==> config.mk <==
export PLATFORM = sky130hd
export DESIGN_NAME = ttt_turn_scheduler_flat
export DESIGN_NICKNAME = d
export VERILOG_FILES = /design/src/rtl/ttt_turn_scheduler_if.sv /design/src/rtl/ttt_turn_scheduler.sv /design/src/flat_wrapper.sv
export SDC_FILE = /design/constraint.sdc
export NUM_CORES = 1
export LEC_CHECK = 0
export ABC_AREA = 1
export ABC_CLOCK_PERIOD_IN_PS = 1470
export CAP_MARGIN = 20
export CORE_ASPECT_RATIO = 0.7
export CORE_MARGIN = 8
export CORE_UTILIZATION = 40
export CTS_CLUSTER_SIZE = 20
export DETAILED_ROUTE_END_ITERATION = 8
export PLACE_DENSITY = 0.71
export SETUP_SLACK_MARGIN = 0.5
export SKIP_CTS_REPAIR_TIMING = 1
export SYNTH_ARGS = -nofsm -noshare
export SYNTH_HDL_FRONTEND = slang
export SYNTH_SLANG_ARGS = --single-unit
==> constraint.sdc <==
create_clock -name clock -period 1.47 [get_ports clock]
set_input_delay 0.441 -clock clock [delete_from_list [all_inputs] [get_ports clock]]
set_output_delay 0.441 -clock clock [all_outputs]
set_load 0.01 [all_outputs]
==> src/rtl/ttt_turn_scheduler_if.sv <==
// Move-request handshake and board feedback shared by the two requesters,
// the position registers and the turn scheduler.
interface ttt_turn_scheduler_if;
   logic       pl_req;
   logic [3:0] pl_pos;
   logic       pc_req;
   logic [3:0] pc_pos;
   logic [8:0] occupied;
   logic       win;
   logic [1:0] who;
   logic       no_space;
   logic       pl_ack;
   logic       pl_nack;
   logic       pc_ack;
   logic       pc_nack;
   logic [8:0] pl_en;
   logic [8:0] pc_en;

   modport master (
      output pl_req, pl_pos, pc_req, pc_pos, occupied, win, who, no_space,
      input  pl_ack, pl_nack, pc_ack, pc_nack, pl_en, pc_en
   );

   modport slave (
      input  pl_req, pl_pos, pc_req, pc_pos, occupied, win, who, no_space,
      output pl_ack, pl_nack, pc_ack, pc_nack, pl_en, pc_en
   );
endinterface

==> src/rtl/ttt_turn_scheduler.sv <==
// Sequences one tic-tac-toe game: alternates player/computer moves, rejects bad
// squares, pulses one-hot board write enables and ends on win, draw or timeout.
module ttt_turn_scheduler #(
   parameter bit FIRST_MOVER = 1'b0,
   parameter int TIMEOUT     = 1000,
   parameter int TW          = 10
) (
   input  logic                 clock,
   input  logic                 reset,
   input  logic                 start,
   ttt_turn_scheduler_if.slave  bus,
   output logic                 turn,
   output logic                 busy,
   output logic                 game_over,
   output logic [1:0]           result,
   output logic                 forfeit,
   output logic [3:0]           move_count
);
   typedef enum logic [2:0] {IDLE, WAIT_MOVE, COMMIT, CHECK, DONE} state_t;

   localparam logic [TW-1:0] LAST_TICK = TW'(TIMEOUT - 1);

   state_t        state, state_nx;
   logic [TW-1:0] timer, timer_nx;
   logic          turn_nx, busy_nx, game_over_nx, forfeit_nx;
   logic [1:0]    result_nx;
   logic [3:0]    move_count_nx;
   logic          pl_ack_nx, pl_nack_nx, pc_ack_nx, pc_nack_nx;
   logic [8:0]    pl_en_nx, pc_en_nx, one_hot;

   logic          on_req, sampled, accept, reject, expire;
   logic [3:0]    on_pos;
   logic [15:0]   blocked;

   // Only the on-turn requester is looked at; squares 9..15 read as occupied.
   // The cycle a nack is showing is skipped so a held request is not nacked twice.
   always_comb begin
      on_req  = turn ? bus.pc_req : bus.pl_req;
      on_pos  = turn ? bus.pc_pos : bus.pl_pos;
      blocked = {7'h7f, bus.occupied};
      sampled = on_req && !(bus.pl_nack || bus.pc_nack);
      accept  = sampled && !blocked[on_pos];
      reject  = sampled && blocked[on_pos];
      expire  = (TIMEOUT != 0) && (timer == LAST_TICK);
      one_hot = 9'd1 << on_pos;
   end

   // NOTE: sequential state uses non-blocking assignments only, and the
   // asynchronous reset clears every output register including the enables.
   always_ff @(posedge clock or posedge reset) begin
      if (reset) begin
         state       <= IDLE;
         timer       <= '0;
         turn        <= FIRST_MOVER;
         busy        <= 1'b0;
         game_over   <= 1'b0;
         result      <= 2'b00;
         forfeit     <= 1'b0;
         move_count  <= 4'd0;
         bus.pl_ack  <= 1'b0;
         bus.pl_nack <= 1'b0;
         bus.pc_ack  <= 1'b0;
         bus.pc_nack <= 1'b0;
         bus.pl_en   <= 9'd0;
         bus.pc_en   <= 9'd0;
      end else begin
         state       <= state_nx;
         timer       <= timer_nx;
         turn        <= turn_nx;
         busy        <= busy_nx;
         game_over   <= game_over_nx;
         result      <= result_nx;
         forfeit     <= forfeit_nx;
         move_count  <= move_count_nx;
         bus.pl_ack  <= pl_ack_nx;
         bus.pl_nack <= pl_nack_nx;
         bus.pc_ack  <= pc_ack_nx;
         bus.pc_nack <= pc_nack_nx;
         bus.pl_en   <= pl_en_nx;
         bus.pc_en   <= pc_en_nx;
      end
   end

   always_comb begin
      state_nx = state;
      case (state)
         IDLE:      if (start) state_nx = WAIT_MOVE;
         WAIT_MOVE: if (accept) state_nx = COMMIT;
                    else if (expire) state_nx = DONE;
         COMMIT:    state_nx = CHECK;
         CHECK:     state_nx = (bus.win || bus.no_space) ? DONE : WAIT_MOVE;
         default:   state_nx = state;
      endcase
   end

   always_comb begin
      // NOTE: every *_nx gets a default first, so no branch can infer a latch.
      timer_nx      = timer;
      turn_nx       = turn;
      result_nx     = result;
      forfeit_nx    = forfeit;
      move_count_nx = move_count;
      pl_ack_nx     = 1'b0;
      pl_nack_nx    = 1'b0;
      pc_ack_nx     = 1'b0;
      pc_nack_nx    = 1'b0;
      pl_en_nx      = 9'd0;
      pc_en_nx      = 9'd0;
      case (state)
         IDLE: if (start) begin
            timer_nx      = '0;
            turn_nx       = FIRST_MOVER;
            result_nx     = 2'b00;
            forfeit_nx    = 1'b0;
            move_count_nx = 4'd0;
         end
         WAIT_MOVE: begin
            timer_nx = timer + TW'(1);
            if (accept) begin
               move_count_nx = move_count + 4'd1;
               if (turn) begin
                  pc_ack_nx = 1'b1;
                  pc_en_nx  = one_hot;
               end else begin
                  pl_ack_nx = 1'b1;
                  pl_en_nx  = one_hot;
               end
            end else begin
               if (reject) begin
                  pc_nack_nx = turn;
                  pl_nack_nx = !turn;
               end
               // The stalling side forfeits, so the other side is the winner.
               if (expire) begin
                  forfeit_nx = 1'b1;
                  result_nx  = turn ? 2'b01 : 2'b10;
               end
            end
         end
         CHECK: begin
            if (bus.win)           result_nx = bus.who;
            else if (bus.no_space) result_nx = 2'b11;
            else begin
               turn_nx  = !turn;
               timer_nx = '0;
            end
         end
         default: ;
      endcase
      busy_nx      = (state_nx == WAIT_MOVE) || (state_nx == COMMIT) || (state_nx == CHECK);
      game_over_nx = (state_nx == DONE);
   end
endmodule

==> src/flat_wrapper.sv <==
// flat-port wrapper written by rule: the top's interface ports become plain ports
module ttt_turn_scheduler_flat 
#(
   parameter bit FIRST_MOVER = 1'b0,
   parameter int TIMEOUT     = 1000,
   parameter int TW          = 10
)
  (clock, reset, start, turn, busy, game_over, result, forfeit, move_count, bus_pl_req, bus_pl_pos, bus_pc_req, bus_pc_pos, bus_occupied, bus_win, bus_who, bus_no_space, bus_pl_ack, bus_pl_nack, bus_pc_ack, bus_pc_nack, bus_pl_en, bus_pc_en);
  ttt_turn_scheduler_if bus_i ();
  input  logic clock;
  input  logic reset;
  input  logic start;
  output logic turn;
  output logic busy;
  output logic game_over;
  output logic [1:0] result;
  output logic forfeit;
  output logic [3:0] move_count;
  input wire logic [$bits(bus_i.pl_req)-1:0] bus_pl_req;
  input wire logic [$bits(bus_i.pl_pos)-1:0] bus_pl_pos;
  input wire logic [$bits(bus_i.pc_req)-1:0] bus_pc_req;
  input wire logic [$bits(bus_i.pc_pos)-1:0] bus_pc_pos;
  input wire logic [$bits(bus_i.occupied)-1:0] bus_occupied;
  input wire logic [$bits(bus_i.win)-1:0] bus_win;
  input wire logic [$bits(bus_i.who)-1:0] bus_who;
  input wire logic [$bits(bus_i.no_space)-1:0] bus_no_space;
  output wire logic [$bits(bus_i.pl_ack)-1:0] bus_pl_ack;
  output wire logic [$bits(bus_i.pl_nack)-1:0] bus_pl_nack;
  output wire logic [$bits(bus_i.pc_ack)-1:0] bus_pc_ack;
  output wire logic [$bits(bus_i.pc_nack)-1:0] bus_pc_nack;
  output wire logic [$bits(bus_i.pl_en)-1:0] bus_pl_en;
  output wire logic [$bits(bus_i.pc_en)-1:0] bus_pc_en;
  assign bus_i.pl_req = bus_pl_req;
  assign bus_i.pl_pos = bus_pl_pos;
  assign bus_i.pc_req = bus_pc_req;
  assign bus_i.pc_pos = bus_pc_pos;
  assign bus_i.occupied = bus_occupied;
  assign bus_i.win = bus_win;
  assign bus_i.who = bus_who;
  assign bus_i.no_space = bus_no_space;
  assign bus_pl_ack = bus_i.pl_ack;
  assign bus_pl_nack = bus_i.pl_nack;
  assign bus_pc_ack = bus_i.pc_ack;
  assign bus_pc_nack = bus_i.pc_nack;
  assign bus_pl_en = bus_i.pl_en;
  assign bus_pc_en = bus_i.pc_en;
  ttt_turn_scheduler #(.FIRST_MOVER(FIRST_MOVER), .TIMEOUT(TIMEOUT), .TW(TW)) u_core (.clock(clock), .reset(reset), .start(start), .bus(bus_i), .turn(turn), .busy(busy), .game_over(game_over), .result(result), .forfeit(forfeit), .move_count(move_count));
endmodule
==> summary.md <==
| Metric | Value |
|---|---|
| CP endpoint | `u_core.bus.pl_en[7]$_DFF_PP0_` |
| Pin slew with the least headroom to its limit | `between 0.4 and 0.5 ns` |
| Routed wire length | `about 7000 um` |
| Failing checks | `setup timing` |
| Max_cap viols | `0` |
| Power per Cell Area | `1123 mW/mm^2` |
| Vias in the first global route | `between 2000 and 2500` |
| Clock latency on the worst-skew pair | `approximately 0.29 ns` |
| Final setup margin | `-0.4132 ns` |
| GR Util All Layers | `0.1448` |
| IO buf count | `57` |
| Buf/Inv on CP | `3` |
| Drt first pass iters | `4` |
| Global-route wire length before repair | `approximately 9700 um` |
| Hpwl dp | `4699 um` |
| Ant diodes | `0` |
| Final Hold Viols | `0` |
| Top delay family on crit path | `simple AND/OR/NAND/NOR gates` |
| Clock buffer depth | `2` |
| Vias per cell | `approximately 4.8` |
| Synth Area per Inst | `8.266 sq um` |
| R2R depth | `10` |
| WP depth | `10` |
| Row cnt | `22` |
| Yosys warning count | `0` |
| Layout cell share with drive strength beyond 1 | `0.4936` |
| Outcome | `complete, but fails checks` |
| # H-tree levels | `2` |
| Routed len/inst | `about 15 um` |
| Nets | `between 400 and 500` |
| Clock slew at reported path FFs | `roughly 0.08 ns` |
| Final worst-path cycle share | `1.281` |
| Die boundary width | `104.3 um` |
| CTS tree | `done` |
| LEAKAGE | `around 1.9 nW` |
| DRC | `0` |
| Dominant synthesized flop cell | `dfrtp_1` |
| DRT iter0 DRCs | `around 120` |
| Worst clock skew | `a little over 0.007 ns` |
| Min cycle time layout | `1.883 ns` |
| Yosys cell types | `28` |
| Register area share after synthesis | `0.5161` |
| Synth Instances | `~260` |
| Startpoint class of the critical path | `register` |
| Core area | `0.005258 sq mm` |
| Initial Util | `0.4150` |
| RSZ-0062 raised after global routing | `true` |
| Critical Path Max Stage Delay | `a little under 0.5 ns` |
| RePlAce Congestion | `roughly 0.94` |
| Async set-reset flop share out of synthesis | `1.000` |
| Post-Syn Nets | `about 300` |
| Critical Path Start | `u_core.turn$_DFFE_PP0P_` |
| CP max FO | `6` |
| Slowest CP cell | `dfrtp_2` |
| Die area | `between 0.008 and 0.009 sq mm` |
| Gr ovfl total | `0` |
| Data arrival, critical path | `2.11 ns` |
| FF-to-FF setup slack | `-0.41 ns` |
| Antenna viol nets, final | `0` |
| Post-synth EDFFs | `0` |
| Total power | `between 4 and 5 mW` |
| Peak supply drop | `roughly 0.57 mV` |
| Syn-to-layout area delta | `74.71%` |
| Pin count of the biggest net entering global routing | `27` |
| HP Class | `input port to async pin` |
| Io pins | `just under 60` |
| Post-Syn Area | `0.002182 sq mm` |
| Final Slew Violations | `0` |
| Antenna violations before repair | `0` |
| Via count | `roughly 2200` |
| Die Height | `77.80 um` |
| FF+latch count, synth | `45` |
| Rel. slew slack | `0.7280` |
| Final TNS setup | `-11.97 ns` |
| Total CTS buffers | `5` |
| Clock Sinks | `between 40 and 50` |
| CP endpoint kind | `register` |
| Reg2reg start | `u_core.turn$_DFFE_PP0P_` |
| Final setup fails | `40` |
| Worst R2R End | `u_core.bus.pl_en[7]$_DFF_PP0_` |
| Worst Path Required | `1.70 ns` |
| Clk root buf | `clkbuf_8` |
| Fmax | `531.0 MHz` |
| Crit path kind | `register to register` |
| CP Cell Sequence | `clkinv_4 > nand2_4 > nand2_4 > clkinv_4 > nand3_1 > o21ai_4 > nand4_4 > clkinv_8 > nand2_8 > nor2_1` |
area by class of cell:
| class | count | area (sq um) |
|---|---|---|
| Clock buffer | 7 | 86.33 |
| Clock inverter | 1 | 30.03 |
| Fill cell | 375 | 1445 |
| Inverter | 32 | 148.9 |
| Multi-Input combinational cell | 187 | 1297 |
| Sequential cell | 45 | 1127 |
| Tap cell | 72 | 90.09 |
| Timing Repair Buffer | 119 | 1032 |
worst register-to-register path, delay by kind of cell (launching register included):
family / cells / cell delay, ns
DFF: 1 / 0.49
AOI/OAI and AO/OA: 1 / 0.23
and+or+nand+nor: 6 / 0.69
buffers and inverters: 3 / 0.40
how the worst min path moves through the flow:
| stage | startpoint | endpoint |
|---|---|---|
| floorplan | reset | u_core.bus.pc_ack$_DFF_PP0_ |
| global placement | u_core.forfeit$_DFFE_PP0P_ | u_core.forfeit$_DFFE_PP0P_ |
| detailed placement | u_core.forfeit$_DFFE_PP0P_ | u_core.forfeit$_DFFE_PP0P_ |
| CTS | reset | u_core.bus.pl_en[6]$_DFF_PP0_ |
| global route | reset | u_core.bus.pc_en[2]$_DFF_PP0_ |
| finish | reset | u_core.bus.pl_en[3]$_DFF_PP0_ |
flip-flops by register name (all words and copies together) (netlist names):
register and count:
u_core.bus.pc_ack 1, u_core.bus.pc_en 9, u_core.bus.pc_nack 1, u_core.bus.pl_ack 1, u_core.bus.pl_en 9, u_core.bus.pl_nack 1
u_core.busy 1, u_core.forfeit 1, u_core.game_over 1, u_core.move_count 4, u_core.result 2, u_core.state 3
u_core.timer 10, u_core.turn 1
routing by layer:
metal  routed length, um  vias to the layer above  track usage
met1                3218                     1061       0.1952
met3                 461                        6      0.04868
met4                  41                        0      0.03453
met5                   0                        -            0
met2                3319                       59       0.2183
li1                    -                     1097            -
synth_stat cells (2+ instances only):
master    count  area [sq um]
nand2_1      70         262.8
dfrtp_1      45          1126
nor2_1       33         123.9
inv_1        26         97.59
nand3_1      14         70.07
o21ai_0      14         70.07
nor3_1       12         60.06
a21oi_1       7         35.03
nand2_2       7         43.79
inv_2         4         15.01
nor3b_1       4         30.03
o21ai_1       3         15.01
o21ai_2       3         26.28
or2_2         3         18.77
clkinv_2      2         10.01
ha_1          2         25.02
nand2_4       2         22.52
nand3_2       2         20.02
nand4_1       2         12.51
per-stage QoR:
stage | setup slack (ns) | utilization | cells | instance area (sq um) | hold slack (ns)
floorplan | -0.07177 | - | 264 | 2253 | 0.4516
global placement | -0.6346 | 0.6104 | 430 | 3209 | 0.4662
detailed placement | -0.6645 | 0.6104 | 430 | 3209 | 0.4621
CTS | -0.3590 | 0.6326 | 438 | 3326 | 0.4425
global route | -0.5043 | 0.7251 | 463 | 3812 | 0.4466
finish | -0.4132 | 0.7251 | 463 | 3812 | 0.4448
cell usage in the layout (no fill, tap or decap), types with 2 or more instances in the layout:
master / Yosys / layout
o21ai_2: 3 / 4
nor3b_2: 0 / 4
clkbuf_8: 0 / 6
nor2_1: 33 / 15
inv_1: 26 / 19
nor2_4: 1 / 3
nand3_4: 0 / 2
o21ai_1: 3 / 7
nand2_2: 7 / 10
nand4_1: 2 / 2
or2_2: 3 / 3
buf_2: 1 / 21
dlymetal6s2s_1: 0 / 7
nand2_8: 0 / 5
dfrtp_1: 45 / 44
inv_2: 4 / 8
clkdlybuf4s50_1: 0 / 19
a21oi_1: 7 / 6
o21ai_4: 0 / 2
buf_12: 0 / 3
nor3_1: 12 / 3
nand3_2: 2 / 8
nor2_2: 0 / 16
nor4_4: 1 / 2
clkinv_4: 0 / 2
nand2_1: 70 / 59
nand2_4: 2 / 7
o21ai_0: 14 / 7
nor3_4: 0 / 3
nand3_1: 14 / 6
buf_6: 1 / 19
buf_4: 0 / 50
nor3_2: 0 / 6
kinds of logic (layout without fill, tap and decap cells):
group,count (synthesis),in the layout,share of synthesized area
adder cells (fa/ha/maj),2,2,0.01147
AND/OR/NAND/NOR,155,157,0.3377
flip-flops,45,45,0.5161
AO/OA/AOI/OAI,27,27,0.06709
XOR/XNOR,1,1,0.004014
buffers and inverters,34,159,0.06364
report_power, final:
group | leakage, nW | internal [mW] | switching [mW]
registers | 0.615 | 1.37 | 0.110
clock network | 0.0585 | 0.554 | 0.411
logic | 1.27 | 0.829 | 1.01
total | 1.94 | 2.75 | 1.53
(Power assumes the default switching activity.)
